<file path="src/rtl/rv32_pkg.sv">
// Shared RV32I definitions: datapath width, register-file geometry and
// common typedefs used by the integer register file.
package rv32_pkg;

  localparam int XLEN   = 32;
  localparam int REG_AW = 5;
  localparam int NREGS  = 32;

  typedef logic [REG_AW-1:0] reg_addr_t;
  typedef logic [XLEN-1:0]   xlen_t;

  localparam reg_addr_t REG_ZERO = 5'd0;

endpackage

</file>
<file path="src/rtl/reg_file_read_port.sv">
// One combinational read port: x0 forces zero, then same-cycle writeback
// bypass, then the stored array contents.
module reg_file_read_port
  import rv32_pkg::*;
#(
  parameter int XLEN   = rv32_pkg::XLEN,
  parameter int NREGS  = rv32_pkg::NREGS,
  parameter int AW     = rv32_pkg::REG_AW,
  parameter int BYPASS = 1
) (
  input  logic [AW-1:0]          i_rs_addr,
  input  logic [NREGS*XLEN-1:0]  i_regs_flat,
  input  logic                   i_wr_active,
  input  logic [AW-1:0]          i_wr_addr,
  input  logic [XLEN-1:0]        i_wr_data,
  output logic [XLEN-1:0]        o_rs_data
);

  logic w_is_zero;
  logic w_hit;

  assign w_is_zero = (i_rs_addr == AW'(REG_ZERO));
  assign w_hit     = (BYPASS != 0) && i_wr_active && (i_wr_addr == i_rs_addr);

  always_comb begin
    o_rs_data = i_regs_flat[i_rs_addr*XLEN +: XLEN];
    if (w_hit) begin
      o_rs_data = i_wr_data;
    end
    if (w_is_zero) begin
      o_rs_data = '0;
    end
  end

endmodule

</file>
<file path="src/rtl/reg_file.sv">
// RV32I integer register file: 31 storage registers (x0 hardwired to zero),
// one synchronous write port and two combinational read ports.
module reg_file
  import rv32_pkg::*;
#(
  parameter int XLEN   = rv32_pkg::XLEN,
  parameter int NREGS  = rv32_pkg::NREGS,
  parameter int AW     = rv32_pkg::REG_AW,
  parameter int BYPASS = 1
) (
  input  logic            clk,
  input  logic            rst_n,
  input  logic [AW-1:0]   rs1_addr,
  input  logic [AW-1:0]   rs2_addr,
  input  logic [AW-1:0]   rd_addr,
  input  logic [XLEN-1:0] rd_data,
  input  logic            reg_write_enable,
  output logic [XLEN-1:0] rs1_data,
  output logic [XLEN-1:0] rs2_data
);

  logic [XLEN-1:0]       r_regs [1:NREGS-1];
  logic [NREGS*XLEN-1:0] w_regs_flat;
  logic                  w_wr_active;

  // rst_n also qualifies the bypass so reads stay zero throughout reset.
  assign w_wr_active = reg_write_enable && rst_n && (rd_addr != AW'(REG_ZERO));

  assign w_regs_flat[XLEN-1:0] = '0;

  genvar gi;
  generate
    for (gi = 1; gi < NREGS; gi++) begin : g_reg
      always_ff @(posedge clk or negedge rst_n) begin
        if (!rst_n) begin
          r_regs[gi] <= '0;
        end else if (w_wr_active && (rd_addr == AW'(gi))) begin
          r_regs[gi] <= rd_data;
        end
      end
      assign w_regs_flat[gi*XLEN +: XLEN] = r_regs[gi];
    end
  endgenerate

  reg_file_read_port #(
    .XLEN   (XLEN),
    .NREGS  (NREGS),
    .AW     (AW),
    .BYPASS (BYPASS)
  ) u_rs1_port (
    .i_rs_addr   (rs1_addr),
    .i_regs_flat (w_regs_flat),
    .i_wr_active (w_wr_active),
    .i_wr_addr   (rd_addr),
    .i_wr_data   (rd_data),
    .o_rs_data   (rs1_data)
  );

  reg_file_read_port #(
    .XLEN   (XLEN),
    .NREGS  (NREGS),
    .AW     (AW),
    .BYPASS (BYPASS)
  ) u_rs2_port (
    .i_rs_addr   (rs2_addr),
    .i_regs_flat (w_regs_flat),
    .i_wr_active (w_wr_active),
    .i_wr_addr   (rd_addr),
    .i_wr_data   (rd_data),
    .o_rs_data   (rs2_data)
  );

endmodule

</file>
<file path="config.mk">
export PLATFORM = sky130hd
export DESIGN_NAME = reg_file
export DESIGN_NICKNAME = d
export VERILOG_FILES = /design/src/rtl/rv32_pkg.sv /design/src/rtl/reg_file_read_port.sv /design/src/rtl/reg_file.sv
export SDC_FILE = /design/constraint.sdc
export NUM_CORES = 2
export LEC_CHECK = 0
export CAP_MARGIN = 30
export CORE_ASPECT_RATIO = 0.8
export CORE_MARGIN = 2
export CORE_UTILIZATION = 55
export DETAILED_ROUTE_END_ITERATION = 7
export PLACE_DENSITY = 0.72
export SLEW_MARGIN = 20
export SYNTH_ARGS = -nofsm -noshare
export SYNTH_HDL_FRONTEND = slang
export SYNTH_HIERARCHICAL = 1
export SYNTH_SLANG_ARGS = --single-unit
export TNS_END_PERCENT = 30
</file>
<file path="constraint.sdc">
create_clock -name clk -period 3.7 [get_ports clk]
set_input_delay 0.74 -clock clk [delete_from_list [all_inputs] [get_ports clk]]
set_output_delay 0.74 -clock clk [all_outputs]
set_load 0.01 [all_outputs]
</file>
==> qor.csv <==
metric,value,unit
GRT Overall Usage,0.3566,
initial antenna violation count,4,
skew final,0,ps
Setup crit start kind,input pin,
CTS tree,done,
Max Slew Vio Count,0,
initial core utilization,0.5524,
Layout Nets,4451,
Hold Buf Count CTS,0,
DR iter-0 viols,5399,
"Seq/Total Area, Yosys",0.4485,
Yosys top cell area share,0.4485,
Largest regs,r_regs x992,
GPL Wtd Cong,0.9108,
total wire length,183.3,mm
Area Overhead vs Synth,19.69,%
max FFs per register,992,
FF-to-FF Start,r_regs[201]$_DFFE_PN0P_,
die height,287.7,um
I/O pin cnt,114,
total CTS buffers,100,
Pre-antenna DRT Iters,7,
mux cell area share after synthesis,0.4062,
post-synth top area cell,dfrtp_1,
number of library cell types mapped by synthesis,73,
Critical Path Source,rs1_addr[0],
"CTS clk-pin slew, worst paths",60,ps
Post-Synth Adder-Cell Area,0,
dpl hpwl,120.7,mm
failing checks,negative setup slack,
Critical Path RT,2960,ps
Final ANT Viol Nets,0,
"count leader, synth",dfrtp_1,
area of the die,103200,um^2
CTS H-tree lvls,3,
"reg-to-reg slack, setup",2850,ps
Critical Path Sink Type,output pin,
Hold Fails Final Rpt,0,
TritonCTS Sinks,992,
post-route setup slack,-129.6,ps
first-pass GRT wire length,270.3,mm
Remaining DRCs,0,
Synth Area in Simple Gates,0.03260,
fmax,261.1,MHz
"Cell Area, Synth",55350,um^2
Avg Inst Size Synth,14.06,um^2
most instantiated cells after synthesis,"992 x dfrtp_1, 977 x mux2_2, 330 x mux4_2, 312 x mux2i_1, 166 x clkbuf_1",
Rel. slew slack,0.3519,
worst hold path class,in2async,
number of global-route vias before repair,39900,
#FFs+latches synth,992,
pre-CTS setup slack,-834.1,ps
YS warnings,6,
Max Cap Violations,0,
Worst-Margin Slew,972.1,ps
largest net degree at the start of global routing,154,
Clock Path Buffers,3,
RSZ-0062 raised after global routing,yes,
pwr dens,453.1,nW/um^2
asr flop ratio synth,1.000,
top post-synthesis cells by area,"dfrtp_1 45%, mux2_2 20%, mux4_2 13%",
Root Driver,clkbuf_16,
Mapped Cells,3938,
VDD IR-drop max,0.0004542,V
CP max FO,16,
Port Buffer Count,113,
Biggest register,r_regs,
main combinational cell family by area after synthesis,multiplexers,
Synth Area in Compound Gates,0.06560,
XOR/XNOR share of the synthesized area,0.001582,
total grt overflow,0,
Avg WL per Cell,31.57,um
Leakage Power,30.37,nW
final setup vio count,6,
Vias/cell,6.921,
min Tclk post-route,3830,ps
Final Cycle Share,1.035,
FP Rows,104,
clock insertion delay at the later pin of the skew report,690,ps
core area,100200,um^2
status,"complete, but fails checks",
Setup Total Neg Slack,-538.5,ps
critical path endpoint,rs1_data[18],
Post-synth EDFFs,0,
die width,358.7,um
most used flip-flop cell after synthesis,dfrtp_1,
reg-to-reg endpoint,r_regs[201]$_DFFE_PN0P_,
Worst Path Arrival,3090,ps
via count,40190,
share of post-route cells with drive strength above 1,0.5033,
r2r worst-path depth,1,
CP Class,in2out,
-- where the power goes --
group | switching (W) | internal [W] | leakage [nW]
sequential | 0.00108 | 0.0123 | 13.2
combinational | 0.00265 | 0.00329 | 15.5
clock | 0.00451 | 0.00619 | 1.71
-- layer usage --
metal	wire, um	up-vias	global-route usage
met5	98	-	0.005581
met4	8340	5	0.1368
met3	21650	530	0.09908
met2	79860	2438	0.5168
met1	73390	21010	0.5121
li1	-	16210	-
-- what timing repair did --
item | in CTS | in global routing
pin swaps | 30 | 5
resized for setup | 221 | 67
cloned | 2 | 1
setup endpoints to repair | 64 | 46
buffers inserted | 25 | 7
-- cell usage in the layout (no fill, tap or decap), types with 35 or more instances in the layout --
master / Yosys / routed
buf_12: 20 / 100
dfrtp_1: 992 / 992
o21ai_0: 68 / 58
dlygate4sd2_1: 0 / 35
a21oi_1: 81 / 76
mux2_2: 977 / 977
a221oi_1: 78 / 56
mux4_2: 330 / 331
clkbuf_16: 0 / 102
nor3_1: 53 / 43
clkdlybuf4s50_1: 0 / 38
a22oi_1: 66 / 56
buf_4: 22 / 475
nand2_1: 93 / 81
mux2i_1: 312 / 312
conb_1: 1 / 64
mux2_1: 45 / 45
-- how the worst min path moves through the flow --
stage                              end  slack (ps)  cells past startpoint
6_report       r_regs[437]$_DFFE_PN0P_          80                      2
5_1_grt        r_regs[469]$_DFFE_PN0P_         100                      2
4_1_cts        r_regs[437]$_DFFE_PN0P_          70                      2
3_5_place_dp   r_regs[123]$_DFFE_PN0P_         490                      1
3_3_place_gp   r_regs[541]$_DFFE_PN0P_         480                      1
2_1_floorplan    r_regs[0]$_DFFE_PN0P_         440                      0
-- critical path, stage by stage --
cell             delay (ps)
buf_12                  160
buf_12                  220
buf_4                   170
buf_4                   190
mux4_2                  520
o2111ai_1               200
and4_1                  290
a21oi_1                  90
clkdlybuf4s50_1         480
-- kinds of logic after synthesis --
family | count (synthesis)
AO/OA/AOI/OAI | 501
XOR/XNOR | 10
buffers and inverters | 421
flip-flops | 992
multiplexers | 1680
other | 1
AND/OR/NAND/NOR | 333
-- metrics by stage --
stage,power [W],utilization,cell area [um^2],hold WS (ps),std cells
after floorplan,0.01699,-,55590,444.4,4001
after global placement,0.01894,0.6144,61570,480.4,5588
after detailed placement,0.01920,0.6148,61600,489.9,5589
after CTS,0.02994,0.6580,65930,69.39,5797
after global routing,0.03106,0.6612,66250,98.20,5806
final,0.03002,0.6612,66250,84.10,5807
-- layout make-up --
cell class                      instances  area (um^2)
Clock inverter                         37        490.5
Timing Repair Buffer                  712         7164
Clock buffer                          144         2959
Inverter                                7        28.78
Fill cell                            7162        33950
Tap cell                             1325         1658
Sequential cell                       992        24820
Antenna cell                            2        5.005
Multi-Input combinational cell       2588        29120
Note: power is estimated with default switching activity, not from simulation.
